File: src/rtl/sr_drive_pkg.sv
// rtl/sr_drive_pkg.sv - shared types and defaults for the SR latch drive controller
//
// Holds the FSM state enum, the pulse/holdoff counter width and the default
// values of the DEB_CYCLES / PULSE_CYCLES parameters.
package sr_drive_pkg;

    typedef enum logic [1:0] {
        IDLE      = 2'd0,
        SET_PULSE = 2'd1,
        RST_PULSE = 2'd2,
        HOLDOFF   = 2'd3
    } state_t;

    localparam int CNT_W            = 4;
    localparam int DEB_CYCLES_DEF   = 4;
    localparam int PULSE_CYCLES_DEF = 2;

endpackage

File: src/rtl/sr_debounce.sv
// rtl/sr_debounce.sv - button synchronizer, debouncer and rising-edge request
//
// Ports:
//   clk, rst_n : clock, asynchronous active-low reset
//   btn        : raw asynchronous button, active-high
//   rise       : registered one-cycle pulse on each debounced rising edge
//
// The debounced level toggles on the edge where the synchronized input has
// differed from it for DEB_CYCLES consecutive samples. A sample that matches
// the level again clears the run count.
module sr_debounce
    import sr_drive_pkg::*;
#(
    parameter int DEB_CYCLES = DEB_CYCLES_DEF
) (
    input  logic clk,
    input  logic rst_n,
    input  logic btn,
    output logic rise
);

    localparam logic [7:0] DEB_LAST = 8'(DEB_CYCLES - 1);

    logic       sync_1;
    logic       sync_2;
    logic       level;
    logic       level_d;
    logic [7:0] run_cnt;

    always_ff @(posedge clk or negedge rst_n) begin
        if (!rst_n) begin
            sync_1  <= 1'b0;
            sync_2  <= 1'b0;
            level   <= 1'b0;
            level_d <= 1'b0;
            run_cnt <= 8'd0;
            rise    <= 1'b0;
        end else begin
            sync_1  <= btn;
            sync_2  <= sync_1;
            level_d <= level;
            // Registered edge detect: adds the cycle that places the first
            // S/R drive DEB_CYCLES+3 edges after the raw input is sampled.
            rise    <= level & ~level_d;
            if (sync_2 != level) begin
                if (run_cnt == DEB_LAST) begin
                    level   <= sync_2;
                    run_cnt <= 8'd0;
                end else begin
                    run_cnt <= run_cnt + 8'd1;
                end
            end else begin
                run_cnt <= 8'd0;
            end
        end
    end

endmodule

File: src/rtl/sr_drive_ctrl.sv
// rtl/sr_drive_ctrl.sv - debounced set/reset buttons to safe SR latch pulses
//
// Ports:
//   clk, rst_n       : clock, asynchronous active-low reset
//   BTN_SET, BTN_RST : raw asynchronous buttons, active-high
//   S, R             : registered latch drives, never high together
//   BUSY             : high in SET_PULSE, RST_PULSE and HOLDOFF
//   CONFLICT         : one-cycle flag for simultaneous set/reset requests
//   Q, FB_ERR        : only with SR_DRIVE_FEEDBACK_EN; latch output readback
//                      and a one-cycle error flag on the last HOLDOFF cycle
//
// Optional feature macro: SR_DRIVE_FEEDBACK_EN
module sr_drive_ctrl
    import sr_drive_pkg::*;
#(
    parameter int DEB_CYCLES   = DEB_CYCLES_DEF,
    parameter int PULSE_CYCLES = PULSE_CYCLES_DEF
) (
    input  logic clk,
    input  logic rst_n,
    input  logic BTN_SET,
    input  logic BTN_RST,
`ifdef SR_DRIVE_FEEDBACK_EN
    input  logic Q,
    output logic FB_ERR,
`endif
    output logic S,
    output logic R,
    output logic BUSY,
    output logic CONFLICT
);

    localparam logic [CNT_W-1:0] CNT_LAST = CNT_W'(PULSE_CYCLES - 1);

    logic             set_req;
    logic             rst_req;
    state_t           state;
    logic [CNT_W-1:0] cnt;

    sr_debounce #(.DEB_CYCLES(DEB_CYCLES)) u_deb_set (
        .clk   (clk),
        .rst_n (rst_n),
        .btn   (BTN_SET),
        .rise  (set_req)
    );

    sr_debounce #(.DEB_CYCLES(DEB_CYCLES)) u_deb_rst (
        .clk   (clk),
        .rst_n (rst_n),
        .btn   (BTN_RST),
        .rise  (rst_req)
    );

    // Requests are only looked at in IDLE, so anything arriving during a
    // pulse or holdoff is simply lost rather than queued.
    always_ff @(posedge clk or negedge rst_n) begin
        if (!rst_n) begin
            state    <= IDLE;
            cnt      <= '0;
            S        <= 1'b0;
            R        <= 1'b0;
            BUSY     <= 1'b0;
            CONFLICT <= 1'b0;
        end else begin
            CONFLICT <= 1'b0;
            case (state)
                IDLE: begin
                    cnt <= '0;
                    if (set_req && rst_req) begin
                        CONFLICT <= 1'b1;
                    end else if (set_req) begin
                        state <= SET_PULSE;
                        S     <= 1'b1;
                        BUSY  <= 1'b1;
                    end else if (rst_req) begin
                        state <= RST_PULSE;
                        R     <= 1'b1;
                        BUSY  <= 1'b1;
                    end
                end
                SET_PULSE, RST_PULSE: begin
                    if (cnt == CNT_LAST) begin
                        state <= HOLDOFF;
                        cnt   <= '0;
                        S     <= 1'b0;
                        R     <= 1'b0;
                    end else begin
                        cnt <= cnt + 1'b1;
                    end
                end
                HOLDOFF: begin
                    if (cnt == CNT_LAST) begin
                        state <= IDLE;
                        cnt   <= '0;
                        BUSY  <= 1'b0;
                    end else begin
                        cnt <= cnt + 1'b1;
                    end
                end
                default: begin
                    state <= IDLE;
                    cnt   <= '0;
                    S     <= 1'b0;
                    R     <= 1'b0;
                    BUSY  <= 1'b0;
                end
            endcase
        end
    end

`ifdef SR_DRIVE_FEEDBACK_EN
    logic q_sync_1;
    logic q_sync_2;
    logic was_set;
    logic last_hold_next;

    // True when the coming edge enters the final HOLDOFF cycle; with a
    // single-cycle holdoff that is the edge leaving the pulse state.
    always_comb begin
        last_hold_next = 1'b0;
        if (PULSE_CYCLES == 1) begin
            last_hold_next = (state == SET_PULSE || state == RST_PULSE);
        end else begin
            last_hold_next = (state == HOLDOFF) && (cnt == CNT_W'(PULSE_CYCLES - 2));
        end
    end

    always_ff @(posedge clk or negedge rst_n) begin
        if (!rst_n) begin
            q_sync_1 <= 1'b0;
            q_sync_2 <= 1'b0;
            was_set  <= 1'b0;
            FB_ERR   <= 1'b0;
        end else begin
            q_sync_1 <= Q;
            q_sync_2 <= q_sync_1;
            if (state == IDLE && set_req && !rst_req) begin
                was_set <= 1'b1;
            end else if (state == IDLE && rst_req && !set_req) begin
                was_set <= 1'b0;
            end
            FB_ERR <= last_hold_next && (q_sync_2 != was_set);
        end
    end
`endif

endmodule

File: config.mk
export PLATFORM = sky130hd
export DESIGN_NAME = sr_drive_ctrl
export DESIGN_NICKNAME = d
export VERILOG_FILES = /design/src/rtl/sr_drive_pkg.sv /design/src/rtl/sr_debounce.sv /design/src/rtl/sr_drive_ctrl.sv
export SDC_FILE = /design/constraint.sdc
export NUM_CORES = 1
export LEC_CHECK = 0
export BUFFER_PORTS_ARGS = -buffer_cell sky130_fd_sc_hd__buf_2
export CAP_MARGIN = 10
export CORE_MARGIN = 3
export CORE_UTILIZATION = 53
export DETAILED_ROUTE_END_ITERATION = 8
export PLACE_DENSITY = 0.73
export SLEW_MARGIN = 20
export SYNTH_ARGS = -nofsm -noshare
export SYNTH_HDL_FRONTEND = slang
export SYNTH_SLANG_ARGS = --single-unit
File: constraint.sdc
create_clock -name clk -period 1.7 [get_ports clk]
set_clock_uncertainty 0.1 [all_clocks]
set_input_delay 0.17 -clock clk [delete_from_list [all_inputs] [get_ports clk]]
set_output_delay 0.17 -clock clk [all_outputs]
set_load 0.01 [all_outputs]
### Word level (Yosys, flattened, before mapping)

Index checks and enable logic that the tools add are counted.
W data, S select, Z words.

| cells by class | value |
|---|---|
| muxes and demuxes | 25 |
| reduce and logical (&&, ||, !) cells | 12 |
| bitwise logic cells | 4 |
| eq/ne operators | 15 |
| $add $sub $neg | 3 |

Operators by type and width:

| kind | number |
|---|---|
| $mux W8 | 4 |
| $add A8 B1 Y8 const B | 2 |
| $eq A8 B2 Y1 const B | 2 |
| $reduce_and A4 Y1 | 3 |
| $mux W1 | 10 |
| $mux W2 | 5 |
| $ne A2 B2 Y1 const B | 4 |
| $pmux W4 S2 | 1 |
| $pmux W1 S2 | 3 |
| $pmux W2 S3 | 1 |
| $reduce_and A5 Y1 | 1 |
| $add A4 B1 Y4 const B | 1 |
| $eq A2 B2 Y1 const B | 2 |
| $eq A4 B1 Y1 const B | 1 |
| $mux W4 | 1 |
| $ne A2 B1 Y1 const B | 2 |
| $reduce_and A2 Y1 | 2 |
| $reduce_bool A2 Y1 | 2 |
| $ne A3 B1 Y1 const B | 1 |
| $reduce_or A3 Y1 | 1 |
| $and A1 B1 Y1 | 2 |
| $eq A2 B1 Y1 const B | 1 |
| $logic_not A2 Y1 | 1 |
| $ne A1 B1 Y1 | 2 |
| other kinds (3) | 4 |

| word-level totals | value |
|---|---|
| register bits after elaboration | 36 |
| input bits | 4 |
| output and inout port bits | 4 |

### Logic depth before layout (Yosys ltp)

| depth | value |
|---|---|
| depth after elaboration | 4 |
| gate-level depth with buffers | 5 |

### By module

A second synthesis with hierarchy kept.

| unflattened totals | value |
|---|---|
| cell total of the unflattened synthesis | 146 |
| area, all modules | 1660.3 µm² |

By module, submodules not included:

| module | area an instance (µm²) | instances | seq. area each (µm²) | cells each |
|---|---|---|---|---|
| sr_debounce | 549.3 | 2 | 325.3 | 47 |
| sr_drive_ctrl | 561.8 | 1 | 250.2 | 52 |

### Least setup slack after synthesis

OpenSTA, ideal clock, no wires.

| path | value |
|---|---|
| path kind | register -> register |
| start | register state[0] |
| end | register state[0] |
| stages on the path, launching flop included | 6 |
| data required time | 1475 ps |
| slack | 98 ps |
| path buffers | 0 |
| setup time | 125 ps |
| data arrival time | 1377 ps |
| period minus slack after synthesis | 1602 ps |
| cell sequence | dfrtp_1 > inv_1 > ha_1 > nor2_1 > a2bb2oi_2 > mux2_2 |

| between the ends | value |
|---|---|
| cells in the longest elaborated chain, start to end | 4 |

Ends and longest elaborated chain:

| item | line | source |
|---|---|---|
| start: declaration | sr_drive_ctrl.sv:37 | `state_t state;` |
| start signal: assignment | sr_drive_ctrl.sv:58 | `state <= IDLE;` |
| start signal: assignment | sr_drive_ctrl.sv:72 | `state <= SET_PULSE;` |
| start signal: assignment | sr_drive_ctrl.sv:76 | `state <= RST_PULSE;` |
| $eq A2 B1 Y1 or $eq A2 B2 Y1 (tied branches) | sr_drive_ctrl.sv:66 | `case (state)` |
| $reduce_or A2 Y1 | sr_drive_ctrl.sv:66 |  |
| $ne A2 B2 Y1 (no line) | -- |  |
| $reduce_and A4 Y1 (no line) | -- |  |

Parallel ways exist; a longest one is shown, timed or not.
A chain may end at the register's enable or synchronous reset.

### Worst setup path after layout

Same ends and word-level chain as after synthesis.

==> run summary <==
================================================================================
Final Cycle Share                                                          94.9%
Number of antenna diodes                                                       0
Reg clk slew, reported paths                                              100 ps
Clock net sink count                                                          36
Area leader, netlist                                                sky130_fd_sc_hd__dfrtp_1
Cell internal pwr                                                      0.00191 W
Layout cell share with drive strength beyond 1                             18.1%
Maximum net fanout on the critical path                                        2
Class of the most critical hold timing path                         register to register
Max_slew headroom                                                          70.9%
Total of max-cap violations                                                    0
1st-iter DRT viols                                                            49
Global Route Usage Sum                                                     15.7%
Arrival time of the worst setup path                                     1730 ps
Part of the Yosys area used for sequential elements                        54.7%
Number of DRC violations after detailed routing                                0
Layout Nets                                                                  179
Cell at the root of the clock tree                                  sky130_fd_sc_hd__clkbuf_4
Deepest clock path buffer count                                                2
Part of the total power dissipated in the clock network                    16.5%
Vias in the first global route                                             1,058
Count of vias placed by the detailed router                                1,069
Unrepaired setup endpoints after global routing                               no
Power density normalized to cell area                                1590 nW/um2
DP HPWL                                                                  1860 um
Leak pwr                                                                0.871 nW
Area of the mapped netlist                                              1650 um2
Pin slew with the least headroom to its limit                             437 ps
Kind of start point of the critical path                                register
Count of warnings emitted by yosys                                             0
Switching pwr                                                          0.00103 W
Smallest setup slack after layout                                        87.4 ps
Worst min-delay path endpoint                                       u_deb_set.sync_2
Clock insertion delay at the later pin of the skew report                 320 ps
Source of the worst hold timing path                                u_deb_set.sync_1
Fill cell instance count of the final layout                                 205
Starting density of the core                                               57.7%
Outcome                                                             complete, no violations
Final ANT Viol Nets                                                            0
Category of the worst setup path capture point                          register
Reg power frac                                                             44.2%
Area share of the largest cell type after synthesis                        54.7%
Number of buffers inserted during clock tree synthesis                         5
Core area                                                               2850 um2
Reg-to-reg slack, setup                                                    90 ps
Routability cong.                                                          0.843
Average size of a mapped cell                                           11.4 um2
Reg-to-reg critical path endpoint                                       state[0]
Design Area, Final                                                      1850 um2
Area added between synthesis and finish                                    12.5%
Final wirelength                                                         2530 um
Part of the total power dissipated in combinational logic                  39.2%
Time the final worst path needs with I/O delays and setup                1610 ps
Boundary Pins                                                                  8
Global-route wire length before repair                                   4350 um
Cell count of the worst hold path                                              0
Number of levels the H-tree was split into                                     2
Pre-CTS WS                                                               45.3 ps
Number of antenna violations at the first check in global routing              0
TritonRoute pass-1 iters                                                       4
Total grt overflow                                                             0
Die Ht                                                                   61.7 um
Top cells by area in the synthesized netlist                        sky130_fd_sc_hd__dfrtp_1, sky130_fd_sc_hd__ha_1, sky130_fd_sc_hd__xnor2_1
Post-Route Setup TNS                                                        0 ps
Max-slew violation count                                                       0
Maximum clock frequency                                                  620 MHz
Post-Syn Nets                                                                158
Distinct cells, synth                                                         28
Mean routed wirelength per cell                                          12.8 um
TritonCTS clock tree                                                        done
Required arrival time at the worst endpoint                              1820 ps
Maximum number of pins on one net before global-route repair                  37
# rows                                                                        19
Number of cells on the worst reg-to-reg path                                   5
Switching share of power                                                   35.1%
Worst ir drop on vdd                                                      680 uV
Chip Width                                                               61.7 um
Count of endpoints failing setup in the final report                           0
Beginning of the worst register-to-register path                        state[0]
Number of synthesized register bits                                           36
Count of buffers inserted at the top-level ports                               7
Cells after Synth                                                            145
Die footprint                                                           3810 um2
Post-placement cell area                                                1740 um2
Vias per inst                                                               5.43
Final hold violations                                                          0
Kind of critical path                                               register to register
================================================================================
-- state kept, by name, summed over array words and instances, names as in the netlist, 2 cells and up --
name	cells
u_deb_rst.run_cnt	8
u_deb_set.run_cnt	8
cnt	4
state	2
-- synth_stat cells --
| library cell | n |
|---|---|
| sky130_fd_sc_hd__dfrtp_1 | 36 |
| sky130_fd_sc_hd__nor2_1 | 12 |
| sky130_fd_sc_hd__inv_1 | 10 |
| sky130_fd_sc_hd__ha_1 | 9 |
| sky130_fd_sc_hd__nand3_1 | 9 |
| sky130_fd_sc_hd__nand2_1 | 7 |
| sky130_fd_sc_hd__o21ai_0 | 7 |
| sky130_fd_sc_hd__or3_1 | 6 |
| sky130_fd_sc_hd__xnor2_1 | 6 |
| sky130_fd_sc_hd__a21oi_1 | 5 |
| sky130_fd_sc_hd__nor3_1 | 5 |
| sky130_fd_sc_hd__xor2_1 | 5 |
| sky130_fd_sc_hd__mux2_2 | 4 |
| sky130_fd_sc_hd__a21o_1 | 3 |
| sky130_fd_sc_hd__nand2b_1 | 3 |
| sky130_fd_sc_hd__nor2b_1 | 3 |
| sky130_fd_sc_hd__a22o_1 | 2 |
| sky130_fd_sc_hd__mux2i_1 | 2 |
| sky130_fd_sc_hd__nor4b_2 | 2 |
| sky130_fd_sc_hd__a211o_1 | 1 |
| sky130_fd_sc_hd__a21boi_0 | 1 |
| sky130_fd_sc_hd__a21oi_2 | 1 |
| sky130_fd_sc_hd__a2bb2oi_2 | 1 |
| sky130_fd_sc_hd__and3_1 | 1 |
| sky130_fd_sc_hd__clkbuf_1 | 1 |
| sky130_fd_sc_hd__nand4_1 | 1 |
| sky130_fd_sc_hd__nand4_2 | 1 |
| sky130_fd_sc_hd__nor3b_4 | 1 |
-- worst max-delay path, cell delays in order, from the launching register on --
cell,delay (ps)
sky130_fd_sc_hd__dfrtp_1,360
sky130_fd_sc_hd__inv_1,70
sky130_fd_sc_hd__ha_1,330
sky130_fd_sc_hd__nor2_2,130
sky130_fd_sc_hd__a2bb2oi_2,170
sky130_fd_sc_hd__mux2_2,340
-- metal layers --
layer / track usage, % / up-vias / wire length, um
met5: 0 / - / 0
met4: 6.67 / 0 / 20
met3: 4.96 / 2 / 64
met2: 26.3 / 10 / 1290
met1: 18.5 / 520 / 1150
li1: - / 537 / -
-- power groups by stage --
stage	combinational (W)	clock, W	sequential (W)
2_1_floorplan	0.000822	0	0.00129
4_1_cts	0.00111	0.000509	0.00131
6_report	0.00115	0.000485	0.00130
3_3_place_gp	0.00104	0	0.00130
5_1_grt	0.00131	0.000551	0.00133
3_5_place_dp	0.00110	0	0.00132
-- per-stage QoR --
stage | hold slack (ps) | utilization [%] | total power [W] | std cells
after floorplan | -226 | - | 0.00211 | 145
after global placement | 126 | 61.0 | 0.00234 | 185
after detailed placement | 136 | 61.0 | 0.00243 | 185
after CTS | 261 | 64.3 | 0.00293 | 195
after global routing | 265 | 64.9 | 0.00319 | 197
final | 258 | 64.9 | 0.00294 | 197
-- cells in the final DEF, fill, tap and decap left out --
| cell type | count |
|---|---|
| sky130_fd_sc_hd__nor3_1 | 5 |
| sky130_fd_sc_hd__nand4_1 | 1 |
| sky130_fd_sc_hd__buf_4 | 5 |
| sky130_fd_sc_hd__mux2_2 | 4 |
| sky130_fd_sc_hd__ha_1 | 9 |
| sky130_fd_sc_hd__dfrtp_1 | 36 |
| sky130_fd_sc_hd__clkbuf_4 | 5 |
| sky130_fd_sc_hd__dlygate4sd3_1 | 3 |
| sky130_fd_sc_hd__nand2_1 | 7 |
| sky130_fd_sc_hd__nor3b_4 | 1 |
| sky130_fd_sc_hd__a22o_1 | 2 |
| sky130_fd_sc_hd__nand4_2 | 1 |
| sky130_fd_sc_hd__nor2_1 | 11 |
| sky130_fd_sc_hd__o21ai_0 | 7 |
| sky130_fd_sc_hd__xnor2_1 | 6 |
| sky130_fd_sc_hd__a21oi_1 | 5 |
| sky130_fd_sc_hd__a21oi_2 | 1 |
| sky130_fd_sc_hd__a21boi_0 | 1 |
| sky130_fd_sc_hd__nor2b_1 | 3 |
| sky130_fd_sc_hd__or3_1 | 6 |
| sky130_fd_sc_hd__a211o_1 | 1 |
| sky130_fd_sc_hd__nor2_2 | 1 |
| sky130_fd_sc_hd__mux2i_1 | 2 |
| sky130_fd_sc_hd__xor2_1 | 5 |
| sky130_fd_sc_hd__clkbuf_8 | 2 |
| sky130_fd_sc_hd__inv_1 | 10 |
| sky130_fd_sc_hd__and3_1 | 1 |
| sky130_fd_sc_hd__nand2b_1 | 3 |
| sky130_fd_sc_hd__nor4b_2 | 2 |
| sky130_fd_sc_hd__a2bb2oi_2 | 1 |
| sky130_fd_sc_hd__buf_2 | 7 |
| sky130_fd_sc_hd__nand3_1 | 9 |
| sky130_fd_sc_hd__a21o_1 | 3 |
-- repair_timing --
action	CTS	global route
hold buffers	3	0
hold endpoints to repair	38	0
resized for setup	0	1
endpoints found under the setup margin	0	2
setup buffers	0	2
-- worst max path at each step --
stage	to	start
after CTS	state[0]	state[0]
after global routing	state[0]	state[0]
after detailed placement	state[0]	state[0]
after global placement	state[0]	state[0]
final	state[0]	state[0]
after floorplan	state[0]	state[0]
-- layout make-up --
class / count / area [um2] / area share, %
Sequential cell: 36 / 901 / 48.6
Multi-Input combinational cell: 98 / 707 / 38.2
Timing Repair Buffer: 15 / 103 / 5.54
Clock buffer: 7 / 65.1 / 3.51
Tap cell: 31 / 38.8 / 2.09
Inverter: 10 / 37.5 / 2.03
-- cells by family (layout without fill, tap and decap cells) --
kind of cell               Yosys count  after routing  share of synthesized area (%)
and+or+nand+nor                     51             51                           17.6
xor gates and xnor gates            11             11                           5.85
buffers and inverters               11             32                           2.51
DFF                                 36             36                           54.7
adders and majority gates            9              9                           6.84
AOI/OAI and AO/OA                   21             21                           8.51
muxes                                6              6                           3.95
(Power assumes the default switching activity.)
